**src/rtl/logic_unit_pkg.sv**
```systemverilog
// logic_unit_pkg: shared op encoding and widths for the logic unit.
// Imported by logic_core_n and logic_unit_pipe.
package logic_unit_pkg;
  localparam int OP_W = 3;

  typedef enum logic [OP_W-1:0] {
    OP_AND   = 3'b000,
    OP_OR    = 3'b001,
    OP_XOR   = 3'b010,
    OP_NOR   = 3'b011,
    OP_NAND  = 3'b100,
    OP_XNOR  = 3'b101,
    OP_NOTA  = 3'b110,
    OP_PASSB = 3'b111
  } op_e;
endpackage

```
**src/rtl/logic_core_n.sv**
```systemverilog
// logic_core_n: combinational N-bit bitwise op mux.
// Sits between stage 1 and stage 2 of logic_unit_pipe.
module logic_core_n
  import logic_unit_pkg::*;
#(
  parameter int N = 4
) (
  input  op_e          op,
  input  logic [N-1:0] a,
  input  logic [N-1:0] b,
  output logic [N-1:0] y
);
  always_comb begin
    y = '0;
    unique case (op)
      OP_AND:   y = a & b;
      OP_OR:    y = a | b;
      OP_XOR:   y = a ^ b;
      OP_NOR:   y = ~(a | b);
      OP_NAND:  y = ~(a & b);
      OP_XNOR:  y = ~(a ^ b);
      OP_NOTA:  y = ~a;
      OP_PASSB: y = b;
    endcase
  end
endmodule

```
**src/rtl/logic_unit_pipe.sv**
```systemverilog
// logic_unit_pipe: two-stage valid/ready bitwise logic unit with Z/N flags.
// Define LOGIC_UNIT_PARITY_EN to add a registered parity flag (flag_p).
module logic_unit_pipe
  import logic_unit_pkg::*;
#(
  parameter int N = 4
) (
  input  logic            clk,
  input  logic            rst_n,
  input  logic            in_valid,
  output logic            in_ready,
  input  logic [N-1:0]    a,
  input  logic [N-1:0]    b,
  input  logic [OP_W-1:0] op,
  output logic            out_valid,
  input  logic            out_ready,
  output logic [N-1:0]    result,
  output logic            flag_z,
`ifdef LOGIC_UNIT_PARITY_EN
  output logic            flag_p,
`endif
  output logic            flag_n
);
  logic         s1_valid;
  logic [N-1:0] s1_a;
  logic [N-1:0] s1_b;
  op_e          s1_op;
  logic         s2_valid;
  logic [N-1:0] core_y;
  logic         s1_adv;
  logic         s2_adv;

  assign s2_adv    = !s2_valid || out_ready;
  assign s1_adv    = !s1_valid || s2_adv;
  assign in_ready  = s1_adv;
  assign out_valid = s2_valid;

  logic_core_n #(.N(N)) u_core (
    .op (s1_op),
    .a  (s1_a),
    .b  (s1_b),
    .y  (core_y)
  );

  always_ff @(posedge clk) begin
    if (!rst_n) begin
      s1_valid <= 1'b0;
      s1_a     <= '0;
      s1_b     <= '0;
      s1_op    <= OP_AND;
      s2_valid <= 1'b0;
      result   <= '0;
      flag_z   <= 1'b0;
      flag_n   <= 1'b0;
    end else begin
      if (s1_adv) begin
        s1_valid <= in_valid;
        if (in_valid) begin
          s1_a  <= a;
          s1_b  <= b;
          s1_op <= op_e'(op);
        end
      end
      // a bubble clears s2_valid but leaves the held data alone
      if (s2_adv) begin
        s2_valid <= s1_valid;
        if (s1_valid) begin
          result <= core_y;
          flag_z <= ~|core_y;
          flag_n <= core_y[N-1];
        end
      end
    end
  end

`ifdef LOGIC_UNIT_PARITY_EN
  always_ff @(posedge clk) begin
    if (!rst_n) begin
      flag_p <= 1'b0;
    end else if (s2_adv && s1_valid) begin
      flag_p <= ^core_y;
    end
  end
`endif
endmodule

```
**config.mk**
```make
export PLATFORM = sky130hd
export DESIGN_NAME = logic_unit_pipe
export DESIGN_NICKNAME = d
export VERILOG_FILES = /design/src/rtl/logic_unit_pkg.sv /design/src/rtl/logic_core_n.sv /design/src/rtl/logic_unit_pipe.sv
export SDC_FILE = /design/constraint.sdc
export NUM_CORES = 1
export LEC_CHECK = 0
export ABC_CLOCK_PERIOD_IN_PS = 1950
export CAP_MARGIN = 10
export CORE_MARGIN = 5
export CORE_UTILIZATION = 47
export CTS_BUF_LIST = sky130_fd_sc_hd__clkbuf_8
export CTS_CLUSTER_DIAMETER = 200
export DETAILED_ROUTE_END_ITERATION = 10
export PLACE_DENSITY = 0.74
export SYNTH_ARGS = -nofsm -noshare
export SYNTH_HDL_FRONTEND = slang
export SYNTH_SLANG_ARGS = --single-unit
```
**constraint.sdc**
```tcl
create_clock -name clk -period 1.95 [get_ports clk]
set_input_delay 0.39 -clock clk [delete_from_list [all_inputs] [get_ports clk]]
set_output_delay 0.39 -clock clk [all_outputs]
set_load 0.1 [all_outputs]
```
==> results of run 1 <==
-- layer usage --
layer / up-vias / global-route usage / part of all wire
li1: 546 / - / -
met1: 530 / 0.222 / 0.44
met2: 22 / 0.290 / 0.52
met3: 2 / 0.0439 / 0.033
met4: 0 / 0.0421 / 0.0063
met5: - / 0 / 0
-- worst register-to-register path: cells and delay by family, from the launching register on --
family                   cells  cell delay (ns)
multiplexers                 2             0.77
flip-flops                   1             0.31
adder cells (fa/ha/maj)      1             0.22
AND/OR/NAND/NOR              1             0.19
buffers and inverters        1             0.14
AO/OA/AOI/OAI                1             0.21
-- stage by stage --
step	hold slack, ns	TNS, ns
floorplan	0.453	0
global placement	0.449	-0.0237
detailed placement	0.455	-0.0554
CTS	0.465	0
global route	0.493	-0.0808
finish	0.460	0
-- synthesized netlist by cell type (2+ instances only) --
cell,instances
inv_1,10
or2b_1,2
buf_2,2
a21oi_1,15
o21ai_0,8
xor2_1,2
ha_1,8
nor2b_1,4
or4_1,2
dfxtp_1,18
a2111oi_0,2
mux2_4,2
nor3_1,3
nand2_1,15
a21boi_0,3
o211ai_1,4
nor2_1,6
nand3_1,14
nand2b_1,4
a31o_2,2
clkbuf_1,5
-- state kept, by name, summed over array words and instances, names as in the netlist --
register	flops
flag_z	1
out_valid	1
result	4
s1_a	4
s1_b	4
s1_op	3
s1_valid	1
-- worst paths after layout --
kind,startpoint,to,slack [ns]
max reg2reg,s1_a[1],flag_z,0.02
max,s1_a[1],flag_z,0.02
min,result[0],result[0],0.46
min reg2reg,result[0],result[0],0.46
-- cell families after synthesis --
logic type	count (synthesis)	synth area share
multiplexers	4	0.0556
adder cells (fa/ha/maj)	8	0.0889
AND/OR/NAND/NOR	54	0.247
AO/OA/AOI/OAI	36	0.194
XOR/XNOR	2	0.0156
buffers and inverters	20	0.0789
flip-flops	18	0.320
-- report_power, final --
group / internal [W] / leakage [nW] / switching (W) / total [W]
Sequential: 0.000390 / 0.150 / 0.0000177 / 0.000408
Combinational: 0.000114 / 0.439 / 0.000160 / 0.000273
Clock: 0.000179 / 0.0288 / 0.000129 / 0.000308
-- what timing repair did --
| item | 4_1_cts | 5_1_grt |
|---|---|---|
| pin swaps | 1 | 0 |
| buffers inserted | 1 | 0 |
| endpoints found under the setup margin | 1 | 3 |
| gates resized for setup | 3 | 6 |
-- layout make-up --
class | instances | area, um^2 | area share
Tap cell | 28 | 35.0 | 0.0234
Inverter | 10 | 37.5 | 0.0251
Clock buffer | 4 | 55.1 | 0.0368
Multi-Input combinational cell | 104 | 692 | 0.463
Timing Repair Buffer | 35 | 310 | 0.208
Sequential cell | 18 | 365 | 0.244
==> flow_summary_export.csv, run 1 <==
group,metric,value,unit
run_status,status,"finished clean",
clock_tree,cts_tree,"yes",
logic_synthesis,synth.top_cell.area_share,0.320,
die,top_level_ports,23,
worst_setup_path,endpoint_kind,"register",
power,p_leak,0.617,nW
die,die_height,59.0,um
cells_and_area,nets,195,
timing,final.min_clock_period,1.93,ns
die,fp-row-count,17,
drt,wire_per_inst,13.7,um
cells_and_area,final_cells,199,
cells_and_area,final_common_cell,"buf_4",
power,ir_worst_vdd,0.000522,V
logic_synthesis,syn_area,1130,um^2
placement,place_congestion,0.821,
drt,wirelength,2720,um
cells_and_area,final_cell_mix,"buf_4, a21oi_1",
worst_setup_path,slowest_delay,0.49,ns
clock_tree,clkLatencyLatePin,0.25,ns
die,start_util,0.499,
logic_synthesis,async_flop_share,0,
logic_synthesis,ys_top_cells_by_area,"dfxtp_1, ha_1, a21oi_1",
worst_setup_path,path_buf_inv,1,
worst_setup_path,critical_path_depth,6,
clock_tree,clk_pin_slew_worst_paths,0.07,ns
worst_setup_path,cp_slowest_cell,"mux4_2",
cells_and_area,fillerInstances,211,
power,power.density,662,nW/um^2
clock_tree,htree_levels,1,
cells_and_area,n_antenna_cell,0,
clock_tree,ctsHoldBuffers,0,
placement,preCtsSetupSlack,-0.0554,ns
logic_synthesis,yosysWarnings,0,
timing,slew_headroom,0.639,
placement,post_dp_cell_area,1410,um^2
worst_setup_path,startpoint_type,"register",
logic_synthesis,yosysTopAreaCell,"dfxtp_1",
drt,routed_via_density,5.53,
logic_synthesis,synth_edf_count,0,
drt,antenna_left,0,
die,dieArea,3480,um^2
logic_synthesis,ys_ff_latch,18,
cells_and_area,finalInstanceArea,1500,um^2
placement,placed_cells,194,
power,power.total,0.000989,W
timing,tightest_slew,0.541,ns
timing,fmaxAchievable,518,MHz
worst_setup_path,worstPathCellList,"buf_4, ha_1, mux2_4, mux4_2, and4_4, a31o_1",
logic_synthesis,yosysUniqueCellTypes,32,
timing,setup_violations,0,
logic_synthesis,synth_nets,165,
min_path,hold_depth,2,
worst_setup_path,crit_type,"reg -> reg",
die,die_w,59.0,um
worst_setup_path,worstRegToRegCells,6,
global_routing,grt_usage,0.173,
timing,fin_ws,0.0193,ns
placement,portBuffers,22,
clock_tree,cts.sinks,18,
logic_synthesis,yosysSeqAreaShare,0.320,
job,cap_violations,0,
worst_setup_path,worst-endpoint-arrival,2.08,ns
die,core-area,2250,um^2
logic_synthesis,syn_inst,142,
global_routing,first_global_vias,1055,
cells_and_area,synthToLayoutAreaGrowth,32.8,%
logic_synthesis,synth_ff_type,"dfxtp_1",
global_routing,grt_antenna_before_repair,0,
clock_tree,cts_buffers,3,
clock_tree,cts.path.max_buffers,2,
logic_synthesis,syn_avg_cell_area,7.93,um^2
drt,drc,0,
drt,first_pass_iters,4,
timing,rsz0062_at_grt,"true",
timing,timing_hold_violations_final,0,
timing,finalMaxSlewViolations,0,
drt,vias,1100,
global_routing,grt_max_degree,17,
global_routing,grt_pass1_wl,4680,um
timing,fin_crit_sh,0.990,
worst_setup_path,crit_family,"multiplexers",
min_path,hold_class,"reg -> reg",
worst_setup_path,worst-path-max-fanout,3,
drt,drt_iter0_drc,26,
placement,hpwl,2040,um
global_routing,grt_remaining_overflow,0,
cells_and_area,postLayoutCoreUtil,0.663,
clock_tree,clockRootBuffer,"clkbuf_8",
timing,skew,0.000614,ns
worst_setup_path,crit_required,2.10,ns
cells_and_area,drive_gt1_frac,0.228,
(Power assumes the default switching activity.)
==> inputs of run 2 (changes only) <==
--- a/config.mk
+++ b/config.mk
@@ -5,6 +5,7 @@
 export SDC_FILE = /design/constraint.sdc
 export NUM_CORES = 1
 export LEC_CHECK = 0
+export ABC_AREA = 1
 export ABC_CLOCK_PERIOD_IN_PS = 1950
 export CAP_MARGIN = 10
 export CORE_MARGIN = 5
@@ -12,7 +13,8 @@
 export CTS_BUF_LIST = sky130_fd_sc_hd__clkbuf_8
 export CTS_CLUSTER_DIAMETER = 200
 export DETAILED_ROUTE_END_ITERATION = 10
-export PLACE_DENSITY = 0.74
+export GPL_ROUTABILITY_DRIVEN = 0
+export PLACE_DENSITY_LB_ADDON = 0.15
 export SYNTH_ARGS = -nofsm -noshare
 export SYNTH_HDL_FRONTEND = slang
 export SYNTH_SLANG_ARGS = --single-unit
==> flow_summary_export.csv, run 2 <==
group,metric,value,unit
timing,final.min_clock_period,1.65,ns
timing,finalMaxSlewViolations,0,
worst_setup_path,critPathMostFrequentCell,"nand2_1",
clock_tree,clockRootBuffer,"clkbuf_8",
timing,setup_violations,0,
cells_and_area,reg_top3,"result (4), s1_a (4), s1_b (4)",
logic_synthesis,syn_inst,164,
timing,tightest_slew,0.434,ns
cells_and_area,n_antenna_cell,0,
cells_and_area,area.sequential,362,um^2
die,core-area,2250,um^2
die,top_level_ports,23,
placement,preCtsSetupSlack,0.259,ns
clock_tree,clk_pin_slew_worst_paths,0.07,ns
die,die_w,58.8,um
timing,skew,0.00280,ns
power,switchingPower,0.000361,W
power,ir_worst_vdd,0.000522,V
placement,post_dp_cell_area,1380,um^2
global_routing,grt_max_degree,23,
drt,first_pass_iters,4,
logic_synthesis,synth_edf_count,0,
clock_tree,cts_resized,0,
worst_setup_path,crit_family,"flip-flops",
cells_and_area,final_common_cell,"nand2_1",
logic_synthesis,synth.most_common_cell,"nand2_1",
logic_synthesis,synth_ff_type,"dfxtp_1",
clock_tree,cts.sinks,18,
power,p_leak,0.684,nW
die,start_util,0.497,
drt,antenna_left,0,
cells_and_area,finalInstanceArea,1430,um^2
logic_synthesis,yosysSeqAreaShare,0.321,
cells_and_area,fillerInstances,221,
drt,wl_met3,113,um
clock_tree,cts.path.max_buffers,2,
drt,wl_met2,1380,um
logic_synthesis,syn_area,1120,um^2
worst_setup_path,path_buf_inv,2,
timing,fin_crit_sh,0.848,
timing,timing_hold_violations_final,0,
drt,wl_met1,1220,um
global_routing,grt_antenna_before_repair,0,
logic_synthesis,ys_top_cells_by_area,"dfxtp_1, ha_1, nand2_1",
worst_setup_path,startpoint_type,"register",
clock_tree,cts_tree,"yes",
run_status,status,"finished clean",
worst_setup_path,worst-endpoint-arrival,1.80,ns
global_routing,grt_usage,0.169,
worst_setup_path,worstPathCellList,"inv_2, nand3_1, nand2_1, nand2_1, nand2_1, o21ai_1, nand2_1, o211ai_1, inv_1",
global_routing,first_global_vias,1098,
die,die_height,58.8,um
placement,hpwl,2100,um
drt,wirelength,2740,um
worst_setup_path,cp_slowest_cell,"dfxtp_1",
clock_tree,ctsHoldBuffers,0,
min_path,hold_class,"reg -> reg",
global_routing,grt_remaining_overflow,0,
cells_and_area,nets,211,
cells_and_area,drive_gt1_frac,0.134,
worst_setup_path,endpoint_kind,"register",
power,power.density,727,nW/um^2
worst_setup_path,slowest_delay,0.59,ns
timing,fin_ws,0.297,ns
timing,fmaxAchievable,605,MHz
clock_tree,post_cts_buffers,0,
clock_tree,cts_buffers,3,
logic_synthesis,syn_avg_cell_area,6.84,um^2
power,p_int,0.000680,W
timing,rsz0062_at_grt,"false",
clock_tree,htree_levels,1,
clock_tree,clkLatencyLatePin,0.25,ns
worst_setup_path,worst-path-max-fanout,11,
worst_setup_path,crit_required,2.10,ns
timing,tns,0,ns
cells_and_area,multi_input_area,612,um^2
logic_synthesis,yosysUniqueCellTypes,20,
job,cap_violations,0,
logic_synthesis,synth.top_cells.by_count,"nand2_1, inv_1, dfxtp_1",
logic_synthesis,synth.top_cell.area_share,0.321,
drt,drt_iter0_drc,35,
die,fp-row-count,17,
logic_synthesis,ys_ff_latch,18,
power,share_seq_of_total_power,0.403,
logic_synthesis,synth_nets,187,
cells_and_area,synthToLayoutAreaGrowth,27.7,%
cells_and_area,final_cell_mix,"nand2_1, inv_1, nor2_1, dfxtp_1, nand4_1",
global_routing,grt_pass1_wl,4710,um
logic_synthesis,yosysWarnings,0,
power,switching_share,0.347,
drt,top_layer,"met4",
drt,routed_via_density,5.37,
die,dieArea,3460,um^2
worst_setup_path,crit_type,"reg -> reg",
placement,portBuffers,22,
drt,wire_per_inst,12.7,um
power,p_clk_frac,0.299,
logic_synthesis,async_flop_share,0,
worst_setup_path,r2r_slack,0.30,ns
drt,drc,0,
logic_synthesis,yosysTopAreaCell,"dfxtp_1",
power,p_comb_frac,0.298,
timing,slew_headroom,0.710,
drt,vias,1154,
[run 2: cell types whose count changed after synthesis, sizes merged, moves of 5 or more]
cell | before | now
o21ai | 8 | 18
nand4 | 0 | 15
nand2 | 15 | 26
inv | 10 | 26
nand3 | 14 | 9
nor2 | 6 | 17
[run 2: routing by layer]
metal,global-route usage,vias up
met5,0,-
met1,0.214,527
li1,-,592
met3,0.0351,6
met4,0.0388,0
met2,0.290,29
[run 2: cells by family after synthesis]
| logic type | share of synthesized area |
|---|---|
| buffers and inverters | 0.144 |
| flip-flops | 0.321 |
| AND/OR/NAND/NOR | 0.288 |
| adder cells (fa/ha/maj) | 0.0893 |
| AO/OA/AOI/OAI | 0.157 |
[run 2: final timing paths]
kind                 start         to  cells past startpoint
setup / recovery  s1_op[1]  result[0]                      9
hold / removal      flag_z     flag_z                      2
setup reg to reg  s1_op[1]  result[0]                      9
hold reg to reg     flag_z     flag_z                      2
[run 2: power groups by stage]
stage	registers [W]	clock network, W	logic [W]
floorplan	0.000484	0	0.000165
global placement	0.000426	0	0.000302
detailed placement	0.000427	0	0.000308
CTS	0.000419	0.000314	0.000309
global route	0.000424	0.000328	0.000341
finish	0.000420	0.000311	0.000310
[run 2: layout make-up]
type	instances	area share
repair buffers	28	0.189
multi-input cells	111	0.427
well taps	28	0.0245
inverters	26	0.0682
flip-flops and latches	18	0.253
clock buffers	4	0.0385
[run 2: worst register-to-register path: cells and delay by family, from the launching register on]
kind	cells	cell delay [ns]
DFF	1	0.59
and+or+nand+nor	5	0.47
AOI/OAI and AO/OA	2	0.30
buffers and inverters	2	0.20
[run 2: through the flow]
step	hold WS [ns]	cells	power, W	utilization
after floorplan	0.464	164	0.000649	-
after global placement	0.473	211	0.000728	0.610
after detailed placement	0.475	211	0.000735	0.610
after CTS	0.485	215	0.00104	0.635
after global routing	0.507	215	0.00109	0.635
final	0.479	215	0.00104	0.635
